### config.mk
export PLATFORM = sky130hd
export DESIGN_NAME = btn_input_ctrl
export DESIGN_NICKNAME = d
export VERILOG_FILES = /design/src/rtl/btn_input_pkg.sv /design/src/rtl/btn_debounce.sv /design/src/rtl/btn_input_ctrl.sv
export SDC_FILE = /design/constraint.sdc
export NUM_CORES = 1
export LEC_CHECK = 0
export BUFFER_PORTS_ARGS = -buffer_cell sky130_fd_sc_hd__buf_4
export CORE_MARGIN = 3
export CORE_UTILIZATION = 60
export DETAILED_ROUTE_END_ITERATION = 8
export GPL_TIMING_DRIVEN = 0
export PLACE_DENSITY = 0.77
export SYNTH_ARGS = -nofsm -noshare
export SYNTH_HDL_FRONTEND = slang
export SYNTH_HIERARCHICAL = 1
export SYNTH_SLANG_ARGS = --single-unit
### constraint.sdc
create_clock -name clk -period 6.4 [get_ports clk]
set_input_delay 0.32 -clock clk [delete_from_list [all_inputs] [get_ports clk]]
set_output_delay 0.32 -clock clk [all_outputs]
set_load 0.01 [all_outputs]
### src/rtl/btn_input_pkg.sv
// Shared types and constants for the push-button front end.
// Button indices, digit count and the edit/start/wait state encoding.
package btn_input_pkg;

  typedef enum logic [1:0] {
    EDIT  = 2'd0,
    START = 2'd1,
    WAIT  = 2'd2
  } state_t;

  localparam int BTN_C = 0;
  localparam int BTN_U = 1;
  localparam int BTN_D = 2;
  localparam int BTN_L = 3;
  localparam int BTN_R = 4;
  localparam int NUM_BTN = 5;
  localparam int NUM_DIGITS = 8;

endpackage

### src/rtl/btn_debounce.sv
// One push-button conditioner: 2-flop synchroniser, debounce counter,
// and a one-cycle press pulse on the debounced rising edge.
module btn_debounce #(
  parameter int DB_CYCLES = 4,
  parameter int DB_W      = 20
) (
  input  logic clk,
  input  logic rst_n,
  input  logic raw,
  output logic press
);

  localparam logic [DB_W-1:0] LAST = DB_W'(DB_CYCLES - 1);

  logic            s1;
  logic            s2;
  logic            deb;
  logic            deb_d;
  logic [DB_W-1:0] cnt;

  always_ff @(posedge clk) begin
    if (!rst_n) begin
      s1    <= 1'b0;
      s2    <= 1'b0;
      deb   <= 1'b0;
      deb_d <= 1'b0;
      cnt   <= '0;
    end else begin
      s1    <= raw;
      s2    <= s1;
      deb_d <= deb;
      if (s2 != deb) begin
        if (cnt == LAST) begin
          deb <= s2;
          cnt <= '0;
        end else begin
          cnt <= cnt + DB_W'(1);
        end
      end else begin
        cnt <= '0;
      end
    end
  end

  // high only in the cycle right after deb rose
  assign press = deb & ~deb_d;

endmodule

### src/rtl/btn_input_ctrl.sv
// Push-button operand editor: five debounced buttons edit a hex
// operand, center launches a calculation and waits for cpu_done.
module btn_input_ctrl
  import btn_input_pkg::*;
#(
  parameter int DB_CYCLES = 4,
  parameter int DB_W      = 20
) (
  input  logic        clk,
  input  logic        rst_n,
  input  logic        btn_center_in,
  input  logic        btn_up_in,
  input  logic        btn_down_in,
  input  logic        btn_left_in,
  input  logic        btn_right_in,
  input  logic        cpu_done,
  output logic [31:0] operand,
  output logic [2:0]  cursor,
  output logic        calc_start,
  output logic        busy,
  output logic        btn_up
);

  logic [NUM_BTN-1:0] raw;
  logic [NUM_BTN-1:0] press;
  logic [NUM_BTN-1:0] pick;
  logic [3:0]         dig;
  state_t             state;

  assign raw = {btn_right_in, btn_left_in, btn_down_in,
                btn_up_in, btn_center_in};

  for (genvar i = 0; i < NUM_BTN; i++) begin : g_db
    btn_debounce #(
      .DB_CYCLES(DB_CYCLES),
      .DB_W     (DB_W)
    ) u_db (
      .clk  (clk),
      .rst_n(rst_n),
      .raw  (raw[i]),
      .press(press[i])
    );
  end

  // lowest index wins, so center beats up beats down ...
  assign pick = press & (~press + NUM_BTN'(1));
  assign dig  = operand[{cursor, 2'b00} +: 4];

  always_ff @(posedge clk) begin
    if (!rst_n) begin
      state      <= EDIT;
      operand    <= '0;
      cursor     <= '0;
      calc_start <= 1'b0;
      busy       <= 1'b0;
      btn_up     <= 1'b0;
    end else begin
      btn_up     <= press[BTN_U];
      calc_start <= 1'b0;
      unique case (state)
        EDIT: begin
          busy <= 1'b0;
          unique case (1'b1)
            pick[BTN_C]: begin
              state      <= START;
              calc_start <= 1'b1;
              busy       <= 1'b1;
            end
            pick[BTN_U]: operand[{cursor, 2'b00} +: 4] <= dig + 4'd1;
            pick[BTN_D]: operand[{cursor, 2'b00} +: 4] <= dig - 4'd1;
            pick[BTN_L]: cursor <= cursor + 3'd1;
            pick[BTN_R]: cursor <= cursor - 3'd1;
            default: ;
          endcase
        end
        START: begin
          state <= WAIT;
          busy  <= 1'b1;
        end
        WAIT: begin
          if (cpu_done) begin
            state <= EDIT;
            busy  <= 1'b0;
          end
        end
        default: begin
          state <= EDIT;
          busy  <= 1'b0;
        end
      endcase
    end
  end

endmodule

* Word level (Yosys, flattened, before mapping)
Index checks and enable logic that the tools add are counted.
** Storage, ports and cells
- Register bits after elaboration :: 160
- Input bits :: 8
** Operators by class
- $add $sub $neg :: 11
- Equality and inequality tests :: 14
- Shift-type cells :: 4
- Muxes and demuxes :: 10
- Bitwise operators :: 18
- Reductions and logical operators :: 17
** Operators by type and width (count)
- $add 20x1->20 const B :: 5
- $eq 20x2->1 const B :: 5
- $bwmux 32 :: 2
- $pmux 32 s2 :: 1
- $shiftx 4x7->32 :: 2
- $shift 4x7->32 const A :: 1
- $shiftx 32x6->4 :: 1
- $reduce_and 2->1 :: 9
- $reduce_or 3->1 :: 5
- $not 1->1 :: 11
- $neg 5->7 :: 1
- $pmux 2 s3 :: 1
- $pmux 3 s2 :: 1
- $add 5x1->5 const B :: 1
- $and 1x1->1 :: 5
- $and 5x5->5 :: 1
- $ne 1x1->1 :: 5
- $not 5->5 :: 1
- $add 4x1->4 const B :: 1
- $mux 2 :: 2
- $ne 2x2->1 const B :: 2
- $reduce_bool 2->1 :: 2
- $sub 4x1->4 const B :: 1
- $add 3x1->3 const B :: 1
- 6 further kinds :: 7

* Depth between registers and ports, before layout
Gate-level depths: netlist of the first run.
- Word-level depth :: 7
- Mapped depth :: 11
- Mapped depth without buffers :: 8

* Cells and area by module
The synthesis of the first run kept the hierarchy.
** By module, submodules not included
- btn_debounce :: instances 5, cells an instance 118, area each 1051.0 um^2
- btn_input_ctrl :: instances 1, cells an instance 261, area each 2309.7 um^2

* Worst setup path after synthesis of the first run
Ideal clock, no wire load.
- Path type :: reg-to-reg
- Start point :: reg cursor[0]
- End point :: reg operand[19]
- Library setup time :: 0.127 ns
- Data arrival time :: 2.399 ns
- Slack :: 3.875 ns
- Cell stages (with the launch flop) :: 11
- Path through :: dfxtp_1 buf_6 clkbuf_1 inv_1 ha_1 ha_1 or3_1 a21o_1 nor2_1 and4_1 nor3_1
** Between the ends
- Cells in the longest elaborated chain, start to end :: 5
- Elaborated cells on any way between the ends :: 10
- Those cells by class :: add/sub (3); shift (4); mux (3)
** RTL lines
- start, declared :: line btn_input_ctrl.sv:18 : output logic [2:0] cursor,
- start signal, assigned :: line btn_input_ctrl.sv:71 : pick[BTN_L]: cursor <= cursor + 3'd1;
- start signal, assigned :: line btn_input_ctrl.sv:72 : pick[BTN_R]: cursor <= cursor - 3'd1;
- $shiftx 32x6->4 :: line btn_input_ctrl.sv:47 : assign dig = operand[{cursor, 2'b00} +: 4];
- $sub 4x1->4 or $add 4x1->4 (tied branches) :: line btn_input_ctrl.sv:70, btn_input_ctrl.sv:69
- $shiftx 4x7->32 (on tied branches) :: line btn_input_ctrl.sv:70, btn_input_ctrl.sv:69
- $bwmux 32 (on tied branches) :: line btn_input_ctrl.sv:70, btn_input_ctrl.sv:69
- $pmux 32 s2 (*) :: line btn_input_ctrl.sv:63 : unique case (1'b1)
- end signal, assigned by index :: line btn_input_ctrl.sv:69 : pick[BTN_U]: operand[{cursor, 2'b00} +: 4] <= dig + 4'd1;
- end signal, assigned by index :: line btn_input_ctrl.sv:70 : pick[BTN_D]: operand[{cursor, 2'b00} +: 4] <= dig - 4'd1;
- end, declared :: line btn_input_ctrl.sv:17 : output logic [31:0] operand,
Mark *: on every way between the ends. The rest lies on a longest branch, timed or not.
A chain may end at the register's enable or synchronous reset.

* Worst setup path after layout of the first run
Same ends and word-level chain as after synthesis.

==> results of run 1 <==
[synthesized netlist by cell type (6+ instances only)]
master | instances | area share
a21oi_1 | 15 | 0.0099
a21boi_0 | 16 | 0.016
a211oi_1 | 6 | 0.0060
nor4_1 | 30 | 0.025
and2_1 | 31 | 0.026
nor3_1 | 37 | 0.024
xor2_1 | 12 | 0.014
or2_2 | 6 | 0.0050
o211ai_1 | 6 | 0.0060
clkbuf_1 | 14 | 0.0069
dfxtp_1 | 160 | 0.42
nand4_1 | 29 | 0.024
ha_1 | 12 | 0.020
xnor2_1 | 68 | 0.079
or4_4 | 6 | 0.0089
mux2i_1 | 11 | 0.015
nand3_1 | 50 | 0.033
mux4_2 | 6 | 0.018
a31o_2 | 6 | 0.0069
or3_1 | 8 | 0.0066
inv_1 | 37 | 0.018
nand2_1 | 75 | 0.037
nor2b_1 | 11 | 0.0091
nor2_1 | 115 | 0.057
o21ai_0 | 17 | 0.011
[per-stage QoR]
stage | total power [W] | utilization | worst slack, ns
5_1_grt | 0.00208 | 0.716 | 3.08
4_1_cts | 0.00204 | 0.716 | 3.34
2_1_floorplan | 0.00104 | - | 3.87
3_5_place_dp | 0.00105 | 0.667 | 3.35
6_report | 0.00202 | 0.716 | 3.24
3_3_place_gp | 0.00105 | 0.667 | 3.41
[how the worst max path moves through the flow]
stage,from,to,slack [ns],depth (start not counted)
floorplan,cursor[0]$_SDFFE_PN0P_,operand[19]$_SDFFE_PN0P_,3.87,10
global placement,cursor[0]$_SDFFE_PN0P_,operand[19]$_SDFFE_PN0P_,3.41,10
detailed placement,cursor[0]$_SDFFE_PN0P_,operand[19]$_SDFFE_PN0P_,3.35,10
CTS,cursor[0]$_SDFFE_PN0P_,operand[19]$_SDFFE_PN0P_,3.34,10
global route,cursor[0]$_SDFFE_PN0P_,operand[15]$_SDFFE_PN0P_,3.08,10
finish,cursor[0]$_SDFFE_PN0P_,operand[19]$_SDFFE_PN0P_,3.24,10
[layout by cell type (no fill, tap or decap), types with 30 or more instances in the layout]
master and instances:
and2_1 31, buf_4 46, dfxtp_1 160, inv_1 37
nand2_1 75, nand3_1 50, nor2_1 115, nor3_1 37
nor4_1 30, xnor2_1 68
[logic make-up (layout without fill, tap and decap cells)]
| family | Yosys count | in the layout | synth area share |
|---|---|---|---|
| simple gates | 438 | 438 | 0.311 |
| flops | 160 | 160 | 0.423 |
| compound gates | 83 | 83 | 0.0774 |
| xor+xnor | 80 | 80 | 0.0926 |
| buf+inv | 57 | 134 | 0.0311 |
| mux | 20 | 20 | 0.0423 |
| fa+ha+maj | 13 | 13 | 0.0225 |
[state kept, by name (all words and copies together) (netlist names), named ones only]
name	flops
g_db.u_db/s2	5
g_db.u_db/deb_d	5
state	2
g_db.u_db/deb	5
busy	1
btn_up	1
calc_start	1
operand	24
cursor	3
g_db.u_db/cnt	100
g_db.u_db/s1	5
[worst max-delay path: stages (launching register included)]
cell and delay [ns]:
dfxtp_1 0.42, buf_6 0.21, clkbuf_1 0.31, inv_1 0.20
ha_1 0.25, ha_1 0.24, or3_1 0.37, a21o_1 0.29
nor2_1 0.43, o21ai_0 0.20, nor3_1 0.17
[layer usage]
layer,up-vias,share of wire
met1,2961,0.43
li1,3114,-
met2,193,0.49
met3,38,0.059
met5,-,0
met4,0,0.019
[area by class of cell]
cell class	count	share of cell area
well taps	168	0.0242
multi-input cells	634	0.474
flip-flops and latches	160	0.368
plain buffers	19	0.0106
inverters	38	0.0164
clock inverters	14	0.0174
clock buffers	18	0.0505
repair buffers	45	0.0388
[power by group]
part           switching [W]  internal (W)  leakage [nW]
combinational      0.0000145    0.00000880          1.46
sequential        0.00000211      0.000999          1.29
clock               0.000440      0.000560         0.282
==> impl_metrics.yaml, run 1 <==
setup_path:
  path_class: "reg2reg"
  crit_path_start_kind: "flop"
  timing.rr.end: "operand[19]$_SDFFE_PN0P_"
  reg2reg_from: "cursor[0]$_SDFFE_PN0P_"
  crit_path_max_fanout: 10
  reg2reg_slack_ns: 3.24
  r2r_cells: 10
  arrival_ns: 3.51
  worst_ep_required_time_ns: 6.75
  worstSetupEndpointType: "flop"
synth:
  synth-main-ff-cell: "dfxtp_1"
  syn_area_um2: 7560
  synth_edf_count: 0
  ys_seq_area_frac: 0.423
  postSynthAreaPerCell_um2: 8.89
  yosys_warnings: 6
  async_flop_share: 0
  netlist_instances: 851
  synth_nets: 872
  ys_ff_latch: 160
  ys_types: 48
timing:
  rsz0062_at_grt: "no"
  slew_headroom: 0.351
  fin_crit_ns: 3.16
  setup_viol: 0
  min_period_over_period: 0.494
  hold_ws_ns: 0.101
  max_freq_mhz: 316
  final.setup_skew_ns: 0.00664
  tns_ns: 0
  hold_viol_final: 0
  worst_pin_slew_ns: 0.971
  slew_viol_final: 0
clock_tree:
  postCtsHoldBufs: 0
  cts_made_buffers: 17
  htreeDepth: 4
  cts_setup_buffers: 0
  ctsResizeCount: 0
  clk_latency_ns: 0.43
  clk_pin_slew_worst_paths_ns: 0.07
  clock_path_buffers: 2
  cts_tree: "done"
  clkSinkCount: 160
  cts_root_buf: "clkbuf_16"
global_routing:
  grt.met1_usage: 0.289
  grt_util_met2: 0.404
  grt.total_usage: 0.239
  grt-ovfl-total: 0
  grt_pass1_wl_um: 27600
  antenna_found_initial: 0
  grt_pass1_vias: 6079
  grt_max_degree: 29
  busiest_layer: "met2"
  grt_use_met3: 0.0646
placement:
  gp_congestion: 0.901
  io_buffers: 45
  dpl_cell_area_um2: 8110
  post-dp-hpwl_um: 11900
  dp.cells: 1064
route:
  drt_pre_antenna_iters: 5
  vias: 6306
  drtIter0Drc: 457
  viasPerCell: 5.75
  wl_per_cell_um: 15.2
  postRouteAntennaNets: 0
  wl_um: 16700
  post-route-drc-count: 0
die:
  start_util: 0.622
  die_y_um: 118
  io_pins: 46
  die_x_um: 118
  die-area_um2: 14000
  core_um2: 12200
  fp-row-count: 40
pwr:
  peakVddDrop_uv: 180
  powerDensity_nw_per_um2: 233
  p_leak_nw: 3.03
worst_hold_path:
  hold_start: "btn_down_in"
  worst_hold_path.endpoint: "g_db[2].u_db/s1$_SDFF_PN0_"
  hold_path_depth: 2
  min_path_type: "in2reg"
layout:
  syn2layout_area_growth_pct: 15.1
  antennaDiodeCount: 0
  n_fill_cell: 926
  register_area_um2: 3200
  design_area_um2: 8700
  fin_nets: 936
  multi_input_area_um2: 4130
  drive_gt1_frac: 0.139
  instances_no_fill: 1096
flow_run:
  cap_violations: 0
status:
  status: "complete, no violations"
No activity file was read; power rests on OpenSTA's default activity.
==> run 2, diff against run 1 <==
==> constraint.sdc (replaced) <==
create_clock -name clk -period 3.1 [get_ports clk]
set_input_delay 0.155 -clock clk [delete_from_list [all_inputs] [get_ports clk]]
set_output_delay 0.155 -clock clk [all_outputs]
set_load 0.01 [all_outputs]
==> impl_metrics.yaml, run 2 (synthesis gave the netlist of run 1 again) <==
route:
  vias: 6382
  drt_pre_antenna_iters: 6
  viasPerCell: 5.79
  postRouteAntennaNets: 0
  wl_per_cell_um: 15.2
  post-route-drc-count: 0
  drtIter0Drc: 498
  wl_um: 16800
layout:
  reg_top3: "g_db.u_db/cnt: 100 flops, operand: 24 flops"
  largest_reg_flops: 100
  drive_gt1_frac: 0.143
  top_register: "g_db.u_db/cnt"
  final_util: 0.722
  fin_nets: 942
  layout.cells.most_common_list: "160 x dfxtp_1, 114 x nor2_1, 75 x nand2_1"
  final_common_cell: "dfxtp_1"
  antennaDiodeCount: 0
  syn2layout_area_growth_pct: 16.1
global_routing:
  antenna_found_initial: 0
  grt-ovfl-total: 0
  grt_max_degree: 29
  grt_pass1_wl_um: 27600
  grt.total_usage: 0.239
  grt_pass1_vias: 6084
die:
  die-area_um2: 14000
  die_y_um: 118
  fp-row-count: 40
  core_um2: 12200
  start_util: 0.622
  die_x_um: 118
  io_pins: 46
timing:
  final.setup_skew_ns: 0.00511
  slew_headroom: 0.330
  fin_crit_ns: 2.90
  hold_viol_final: 0
  fin_ws_ns: 0.205
  slew_viol_final: 0
  setup_viol: 0
  max_freq_mhz: 345
  min_period_over_period: 0.934
  worst_pin_slew_ns: 1.00
setup_path:
  reg2reg_from: "cursor[0]$_SDFFE_PN0P_"
  crit_chain: "buf_6 -> clkbuf_2 -> inv_1 -> ha_1 -> ha_1 -> or3_1 -> a21o_1 -> nor2_2 -> o21ai_0 -> nor3_1"
  crit_path_max_fanout: 10
  crit_path_start_kind: "flop"
  path_class: "reg2reg"
  arrival_ns: 3.25
  timing.rr.end: "operand[19]$_SDFFE_PN0P_"
  cp_slowest_cell: "dfxtp_1"
  crit_family: "simple AND/OR/NAND/NOR gates"
  max_stage_delay_ns: 0.42
  reg2reg_slack_ns: 0.20
  worst_ep_required_time_ns: 3.45
  r2r_cells: 10
  worstSetupEndpointType: "flop"
  cp_num_buf_inv: 3
  crit_top_cell: "ha_1"
flow_run:
  cap_violations: 0
clock_tree:
  cts_root_buf: "clkbuf_16"
  clk_latency_ns: 0.43
  cts_setup_buffers: 0
  clock_path_buffers: 2
  clkSinkCount: 160
  clk_pin_slew_worst_paths_ns: 0.06
  cts_made_buffers: 17
  cts_tree: "done"
  htreeDepth: 4
placement:
  post-dp-hpwl_um: 11900
  pre_cts_ws_ns: 0.0537
  io_buffers: 45
  gp_congestion: 0.901
pwr:
  peakVddDrop_uv: 373
  p_leak_nw: 3.06
  powerDensity_nw_per_um2: 476
worst_hold_path:
  worst_hold_path.endpoint: "g_db[1].u_db/deb_d$_SDFF_PN0_"
  min_path_type: "in2reg"
  hold_path_depth: 3
  hold_start: "rst_n"
status:
  status: "complete, no violations"
[run 2: layout make-up]
class / count / area, um2
clock buffers: 18 / 439
plain buffers: 19 / 93.8
clock inverters: 14 / 151
repair buffers: 51 / 398
well taps: 168 / 210
inverters: 38 / 143
flip-flops and latches: 160 / 3200
multi-input cells: 634 / 4150
fillers: 917 / 3380
[run 2: tightest hold or removal path, cell delays in order]
cell	delay, ns
buf_4	0.20
nand2_1	0.11
inv_1	0.04
[run 2: repair_timing]
item	in CTS	in global routing
setup endpoints to repair	0	16
resized for setup	0	6
endpoints found under the hold margin	6	0
hold buffers	6	0
[run 2: worst max-delay path by stage]
stage	startpoint	to	slack, ns	cells past startpoint
final	cursor[0]$_SDFFE_PN0P_	operand[19]$_SDFFE_PN0P_	0.20	10
after global routing	cursor[0]$_SDFFE_PN0P_	operand[22]$_SDFFE_PN0P_	-0.02	9
after floorplan	cursor[0]$_SDFFE_PN0P_	operand[19]$_SDFFE_PN0P_	0.57	10
after global placement	cursor[0]$_SDFFE_PN0P_	operand[19]$_SDFFE_PN0P_	0.11	10
after detailed placement	cursor[0]$_SDFFE_PN0P_	operand[19]$_SDFFE_PN0P_	0.05	10
after CTS	cursor[0]$_SDFFE_PN0P_	operand[19]$_SDFFE_PN0P_	0.04	10
[run 2: metrics by stage]
step	hold WS (ns)	cells	power [W]	setup TNS [ns]	area [um2]
2_1_floorplan	0.270	851	0.00214	0	7560
3_3_place_gp	0.368	1064	0.00216	0	8110
3_5_place_dp	0.377	1064	0.00216	0	8110
4_1_cts	0.111	1102	0.00421	0	8760
5_1_grt	0.138	1102	0.00431	-0.0176	8780
6_report	0.119	1102	0.00418	0	8780
[run 2: layer usage]
| metal | global-route usage | wire (um) |
|---|---|---|
| met1 | 0.291 | 7120 |
| met5 | 0 | 0 |
| met2 | 0.405 | 8210 |
| met3 | 0.0617 | 1080 |
| met4 | 0.0945 | 374 |
[run 2: power breakdown]
group          leakage, nW  switching (W)  internal, W
clock network        0.282       0.000905      0.00116
registers             1.29     0.00000437      0.00206
logic                 1.49      0.0000316    0.0000231
==> run 3, diff against run 2 <==
--- a/config.mk
+++ b/config.mk
@@ -8,6 +8,7 @@
 export BUFFER_PORTS_ARGS = -buffer_cell sky130_fd_sc_hd__buf_4
 export CORE_MARGIN = 3
 export CORE_UTILIZATION = 60
+export CTS_BUF_LIST = sky130_fd_sc_hd__clkbuf_4
 export DETAILED_ROUTE_END_ITERATION = 8
 export GPL_TIMING_DRIVEN = 0
 export PLACE_DENSITY = 0.77
==> impl_metrics.yaml, run 3 (synthesis gave the netlist of run 1 again) <==
setup_path:
  r2r_cells: 10
  crit_chain: "buf_6 -> buf_1 -> inv_1 -> ha_1 -> ha_1 -> or3_1 -> a21o_1 -> nor2_4 -> and4_1 -> nor3_1"
  cp_num_buf_inv: 3
  endpoint: "operand[19]$_SDFFE_PN0P_"
  worstSetupEndpointType: "flop"
  timing.rr.end: "operand[19]$_SDFFE_PN0P_"
  crit_top_cell: "ha_1"
  crit_cells: 10
  cp_slowest_cell: "dfxtp_1"
  crit_path_max_fanout: 10
  crit_family: "simple AND/OR/NAND/NOR gates"
  worstSetupStartpoint: "cursor[0]$_SDFFE_PN0P_"
  reg2reg_from: "cursor[0]$_SDFFE_PN0P_"
  arrival_ns: 3.40
  path_class: "reg2reg"
  worst_ep_required_time_ns: 3.55
  crit_path_start_kind: "flop"
  max_stage_delay_ns: 0.44
  reg2reg_slack_ns: 0.15
timing:
  final.setup_skew_ns: 0.0171
  slew_viol_final: 0
  rsz0062_at_grt: "no"
  max_freq_mhz: 339
  hold_viol_final: 0
  fin_crit_ns: 2.95
  hold_ws_ns: 0.428
  worst_pin_slew_ns: 0.970
  setup_viol: 0
  tns_ns: 0
  min_period_over_period: 0.950
  slew_headroom: 0.352
die:
  die_x_um: 118
  start_util: 0.622
  fp-row-count: 40
  core_um2: 12200
  io_pins: 46
  die_y_um: 118
  die-area_um2: 14000
global_routing:
  grt_max_degree: 29
  grt_pass1_vias: 5956
  grt.total_usage: 0.232
  grt_pass1_wl_um: 27000
  grt-ovfl-total: 0
  antenna_found_initial: 0
clock_tree:
  clk_latency_ns: 0.56
  cts_setup_buffers: 0
  clkSinkCount: 160
  cts_tree: "done"
  clk_pin_slew_worst_paths_ns: 0.14
  cts_root_buf: "clkbuf_4"
  clock_path_buffers: 2
  htreeDepth: 4
  cts_made_buffers: 17
layout:
  design_area_um2: 8540
  drive_gt1_frac: 0.141
  layout.cells.most_common_list: "160 x dfxtp_1, 113 x nor2_1, 75 x nand2_1"
  top_register: "g_db.u_db/cnt"
  fin_nets: 948
  largest_reg_flops: 100
  antennaDiodeCount: 0
  reg_top3: "g_db.u_db/cnt: 100 flops, operand: 24 flops"
  instances_no_fill: 1108
  syn2layout_area_growth_pct: 12.9
  final_common_cell: "dfxtp_1"
route:
  post-route-drc-count: 0
  wl_per_cell_um: 14.7
  wl_um: 16300
  drtIter0Drc: 455
  postRouteAntennaNets: 0
  vias: 6323
  drt_pre_antenna_iters: 6
  viasPerCell: 5.71
placement:
  post-dp-hpwl_um: 11900
  gp_congestion: 0.901
  dpl_cell_area_um2: 8110
  io_buffers: 45
  dp.cells: 1064
flow_run:
  cap_violations: 0
status:
  status: "complete, no violations"
pwr:
  powerDensity_nw_per_um2: 392
  finalPower_w: 0.00335
  p_leak_nw: 2.95
  peakVddDrop_uv: 410
worst_hold_path:
  min_path_type: "in2reg"
[run 3: routing by layer]
layer	wire length, um	GRT usage	vias up	share of wire
met4	385	0.0938	0	0.024
met3	901	0.0512	40	0.055
met5	0	0	-	0
met2	7830	0.387	178	0.48
li1	-	-	3145	-
met1	7150	0.292	2960	0.44
[run 3: worst min-delay path: cells and delay by family]
family                 cells  cell delay, ns
buffers and inverters      2            0.66
AOI/OAI and AO/OA          1            0.06
and+or+nand+nor            2            0.10
[run 3: repair_timing]
action / CTS / global route
endpoints found under the hold margin: 22 / 0
setup endpoints to repair: 0 / 16
hold buffers: 12 / 0
gates resized for setup: 0 / 7
[run 3: power by group]
part | switching, W | internal (W) | leakage (nW)
Sequential | 0.00000437 | 0.00206 | 1.29
Clock | 0.000793 | 0.000424 | 0.145
Combinational | 0.0000321 | 0.0000280 | 1.52
[run 3: how the worst min path moves through the flow]
stage	start	end	depth (start not counted)
3_3_place_gp	btn_left_in	g_db[3].u_db/s1$_SDFF_PN0_	2
5_1_grt	cpu_done	busy$_SDFFE_PN0P_	5
2_1_floorplan	rst_n	g_db[0].u_db/deb_d$_SDFF_PN0_	2
3_5_place_dp	btn_down_in	g_db[2].u_db/s1$_SDFF_PN0_	2
6_report	cpu_done	busy$_SDFFE_PN0P_	5
4_1_cts	cpu_done	busy$_SDFFE_PN0P_	5
[run 3: cell type report]
cell class                 instances  area (um2)
clock inverter                    15         155
buffer                            19        92.6
clock buffer                      17         128
multi-input combinational        634        4150
sequential                       160        3200
tap                              168         210
inverter                          38         143
timing repair buffer              57         458
fill                             975        3620
[run 3: stage by stage]
stage               utilization  worst slack, ns
finish                    0.702            0.154
global route              0.702          0.00343
floorplan                     -            0.575
global placement          0.667            0.107
detailed placement        0.667           0.0537
CTS                       0.700           0.0362
